**src/rtl/booth_mult4_seq.sv**
```systemverilog
`default_nettype none
// ============================================================================
// Module   : booth_mult4_seq (with four_bit_adder_subtractor)
// Brief    : Sequential radix-2 Booth multiplier, 4x4 signed -> 8-bit product,
//            valid/ready on both sides. Optional macro: BOOTH_ZERO_SKIP_EN.
// Revision : 1.0  initial release
// ============================================================================

module four_bit_adder_subtractor (
    input  logic [3:0] A,
    input  logic [3:0] B,
    input  logic       subtract,
    output logic [3:0] Result,
    output logic       Cout
);
    logic [4:0] w_sum;

    assign w_sum  = {1'b0, A} + {1'b0, B ^ {4{subtract}}} + {4'b0000, subtract};
    assign Result = w_sum[3:0];
    assign Cout   = w_sum[4];
endmodule

module booth_mult4_seq #(
    parameter int WIDTH = 4
) (
    input  logic                 clk,
    input  logic                 rst_n,
    input  logic                 in_valid,
    output logic                 in_ready,
    input  logic [WIDTH-1:0]     multiplicand,
    input  logic [WIDTH-1:0]     multiplier,
    output logic                 out_valid,
    input  logic                 out_ready,
    output logic [2*WIDTH-1:0]   product,
    output logic                 busy
);
    localparam int CNT_W = $clog2(WIDTH);
    localparam logic [CNT_W-1:0] C_CNT_LAST = CNT_W'(WIDTH - 1);

    generate
        if (WIDTH != 4) begin : g_width_check
            $error("booth_mult4_seq: WIDTH must be 4 (adder instance is 4-bit)");
        end
    endgenerate

    typedef enum logic [1:0] {
        S_IDLE = 2'd0,
        S_CALC = 2'd1,
        S_DONE = 2'd2
    } state_t;

    state_t             r_state, w_state_next;
    logic [WIDTH-1:0]   r_a, r_q, r_m;
    logic               r_qm1;
    logic [CNT_W-1:0]   r_cnt;
    logic [2*WIDTH-1:0] r_product;

    logic               w_add, w_sub, w_cout, w_sign, w_skip;
    logic [WIDTH-1:0]   w_res, w_s, w_a_next, w_q_next;

`ifdef BOOTH_ZERO_SKIP_EN
    assign w_skip = (multiplicand == '0) || (multiplier == '0);
`else
    assign w_skip = 1'b0;
`endif

    // Booth recoding of {Q[0], q_m1}: 01 -> +M, 10 -> -M, else no add.
    assign w_add = r_q[0] ^ r_qm1;
    assign w_sub = r_q[0] & ~r_qm1;

    four_bit_adder_subtractor u_addsub (
        .A        (r_a),
        .B        (r_m),
        .subtract (w_sub),
        .Result   (w_res),
        .Cout     (w_cout)
    );

    // The 5th sum bit is shifted in so that overflowing partial sums stay exact.
    assign w_s      = w_add ? w_res : r_a;
    assign w_sign   = w_add ? (r_a[WIDTH-1] ^ (r_m[WIDTH-1] ^ w_sub) ^ w_cout) : r_a[WIDTH-1];
    assign w_a_next = {w_sign, w_s[WIDTH-1:1]};
    assign w_q_next = {w_s[0], r_q[WIDTH-1:1]};

    always_ff @(posedge clk) begin
        if (!rst_n) begin
            r_state <= S_IDLE;
        end else begin
            r_state <= w_state_next;
        end
    end

    always_comb begin
        w_state_next = r_state;
        case (r_state)
            S_IDLE: if (in_valid) w_state_next = w_skip ? S_DONE : S_CALC;
            S_CALC: if (r_cnt == C_CNT_LAST) w_state_next = S_DONE;
            S_DONE: if (out_ready) w_state_next = S_IDLE;
            default: w_state_next = S_IDLE;
        endcase
    end

    always_ff @(posedge clk) begin
        if (!rst_n) begin
            r_a       <= '0;
            r_q       <= '0;
            r_m       <= '0;
            r_qm1     <= 1'b0;
            r_cnt     <= '0;
            r_product <= '0;
        end else begin
            case (r_state)
                S_IDLE: begin
                    if (in_valid) begin
                        r_a   <= '0;
                        r_q   <= multiplier;
                        r_qm1 <= 1'b0;
                        r_m   <= multiplicand;
                        r_cnt <= '0;
                        if (w_skip) r_product <= '0;
                    end
                end
                S_CALC: begin
                    r_a   <= w_a_next;
                    r_q   <= w_q_next;
                    r_qm1 <= r_q[0];
                    r_cnt <= r_cnt + 1'b1;
                    if (r_cnt == C_CNT_LAST) r_product <= {w_a_next, w_q_next};
                end
                default: ;
            endcase
        end
    end

    assign in_ready  = (r_state == S_IDLE);
    assign busy      = (r_state == S_CALC);
    assign out_valid = (r_state == S_DONE);
    assign product   = r_product;

endmodule
`default_nettype wire

```
**config.mk**
```make
export PLATFORM = sky130hd
export DESIGN_NAME = booth_mult4_seq
export DESIGN_NICKNAME = d
export VERILOG_FILES = /design/src/rtl/booth_mult4_seq.sv
export SDC_FILE = /design/constraint.sdc
export NUM_CORES = 1
export LEC_CHECK = 0
export BUFFER_PORTS_ARGS = -buffer_cell sky130_fd_sc_hd__buf_4
export CAP_MARGIN = 5
export CORE_UTILIZATION = 25
export DETAILED_ROUTE_END_ITERATION = 6
export GPL_TIMING_DRIVEN = 1
export PLACE_DENSITY = 0.51
export RECOVER_POWER = 50
export SETUP_SLACK_MARGIN = 0.1
export SLEW_MARGIN = 30
export SYNTH_ARGS = -nofsm -noshare
export SYNTH_HDL_FRONTEND = slang
export SYNTH_SLANG_ARGS = --single-unit
```
**constraint.sdc**
```tcl
create_clock -name clk -period 4.1 [get_ports clk]
set_clock_uncertainty 0.15 [all_clocks]
set_input_delay 0.82 -clock clk [delete_from_list [all_inputs] [get_ports clk]]
set_output_delay 0.82 -clock clk [all_outputs]
set_load 0.05 [all_outputs]
```
==> metrics.txt <==
fraction of the cycle the final worst path needs=0.641; Hold Path Class=register to register; Critical Path Start Type=register; Slew @ Worst Pin=~0.65 ns; antenna-violating nets left=0; Post-Synth Simple-Gate Area=0.219; worst rel slew slack=0.565; setup bufs post-CTS=0; DIE HEIGHT=approximately 74 um; flops & latches, synth=25; CP arrival=1.66 ns; vias in the first global route=roughly 920; Top Ports=23; reg2reg end=r_a[3]; total CTS buffers=3; clock root cell=clkbuf_8; Die Area=0.00546 mm2; top_reg_cell synth=dfxtp_1; Layout area overhead=14.9%; Syn Inst Count=142; final worst path period need=2.63 ns; compound-cell area share of the yosys netlist=0.179; Worst Hold Endpoint=product[2]; detailed-route wire length=2650 um; share of layout cells above drive strength 1=0.144; global placement routability congestion=0.774; DRC viols=0; Hold Crit Depth=2; Final setup viols=0; main combinational cell family by area after synthesis=simple AND/OR/NAND/NOR gates; Crit Path Category=register to primary output; maximum VDD drop=0.000195 V; row count=25; antenna fix cells=0; dpl cells=223; synth unique cells=40; Resize count post-CTS=0; TNS Setup=0 ns; total number of vias=998; clock sink total=25; H-Tree Depth=1; number of synthesized flops with an enable pin=0; initial antenna violation count=0; final-report hold violation count=0; gr ovfl total=0; drt initial violations=46; Pleak=about 0.68 nW; CP Data Required Time=3.13 ns; origin of the critical flop-to-flop path=r_qm1; CTS tree=built; status=complete, no violations; worst setup margin=around 1.5 ns; flop2flop setup slack=1.75 ns; Post-CTS Hold Fix Bufs=0; initial core utilization=0.266; DRT Pass-1 Iters=4; Yosys warning count=0; first-pass GRT wire length=around 4300 um; post-synthesis xor/xnor area fraction=0.0339; Post-synth ARST share=0; Min Hold Slack=roughly 0.3 ns; Min-Delay Startpoint=product[2]; Final Util=0.306; fin nets=180; Die Wd=73.9 um; detailed placer's ending HPWL=2000 um; RSZ-0062 raised after global routing=no; Tot GR Track Use=0.104; CP Max Fanout=19; drt via density=4.40; Crit. End Element=primary output; synthesized area=0.00129 mm2; Core ar.=0.00485 mm2; Max clock buf depth=2; Synth Area in Adders=0.0736; Seq/Total Area, Yosys=0.388; pin count of the biggest net entering global routing=23; Fill cells=541; worst skew pair latency=approximately 0.27 ns; Max-Cap Viols=0; CTS clk-pin slew, worst paths=0.08 ns; Post-Place Setup Slack=1.79 ns; Mapped Avg Cell Area=9.09 um2; syn_nets=161; Avg WL per Cell=11.7 um; Final Non-Filler Cells=227; mux cell area share after synthesis=0.0426; Fmax=0.381 GHz; Reg2Reg Depth=8; Max Slew Vio Count=0; IO buf count=22; pwr/cell area=334 mW/mm2
[cell families after synthesis]
group | Yosys count
mux | 5
simple gates | 60
xor+xnor | 5
flops | 25
fa+ha+maj | 7
compound gates | 29
buf+inv | 11
[layout by cell type (no fill, tap or decap), types with 2 or more instances in the layout]
cell type and instances:
a31oi_1 2, nor2b_1 3, clkbuf_8 3, clkbuf_1 9
o211a_1 5, xor2_1 4, o21ai_0 3, ha_1 6
a21boi_0 6, dfxtp_1 25, mux2i_1 4, and2_1 2
inv_1 2, nand2_1 29, and3_1 4, buf_4 13
nand3_1 8, a21oi_1 3, o21a_1 3, nor2_1 9
[layout make-up]
type                            count  area [um2]  share of cell area
Multi-Input combinational cell    106         708               0.477
Sequential cell                    25         500               0.337
Inverter                            3        11.3             0.00759
Timing Repair Buffer               22         135              0.0911
Clock buffer                        4        45.0              0.0304
Tap cell                           67        83.8              0.0565
[layer usage]
| layer | global-route usage | up-vias | part of all wire |
|---|---|---|---|
| met5 | 0 | - | 0 |
| met4 | 0.0406 | 0 | 0.014 |
| met3 | 0.0316 | 4 | 0.043 |
| met2 | 0.161 | 19 | 0.44 |
| met1 | 0.135 | 455 | 0.50 |
| li1 | - | 520 | - |
[through the flow]
step	total power, mW	instance area [um2]
6_report	0.495	1480
5_1_grt	0.523	1480
4_1_cts	0.501	1510
3_5_place_dp	0.356	1470
3_3_place_gp	0.355	1470
2_1_floorplan	0.339	1290
[cells in the mapped netlist (3+ instances only)]
cell | count | area (um2)
nand2_1 | 29 | 109
a21boi_0 | 6 | 45.0
xor2_1 | 4 | 35.0
a21oi_1 | 3 | 15.0
nor2_1 | 9 | 33.8
o211a_1 | 5 | 50.1
ha_1 | 6 | 75.1
o21ai_0 | 3 | 15.0
dfxtp_1 | 25 | 500
and3_1 | 4 | 25.0
nor2b_1 | 3 | 18.8
nand3_1 | 8 | 40.0
mux2i_1 | 4 | 40.0
o21a_1 | 3 | 22.5
[critical path, cell delays in order (launching register included)]
cell,delay (ns)
dfxtp_1,0.41
nand2b_1,0.56
inv_2,0.18
buf_4,0.24
[worst max path at each step]
stage,to,from,slack (ns)
detailed placement,r_a[3],r_qm1,1.79
CTS,busy,r_state[1],1.49
floorplan,r_a[3],r_qm1,1.98
global placement,busy,r_state[1],1.84
global route,busy,r_state[1],1.36
finish,busy,r_state[1],1.47
[flip-flops by register name (all words and copies together) (netlist names)]
register  flops
r_qm1         1
r_q           4
r_m           4
r_a           4
r_cnt         2
r_state       2
product       8
[report_power, final]
part           switching [mW]  total [mW]  internal [mW]  leakage (nW)
combinational          0.0520      0.0896         0.0375         0.457
clock                  0.0748       0.144         0.0695        0.0228
sequential            0.00872       0.261          0.252         0.203
total                   0.136       0.495          0.359         0.683
Note: power is estimated with default switching activity, not from simulation.
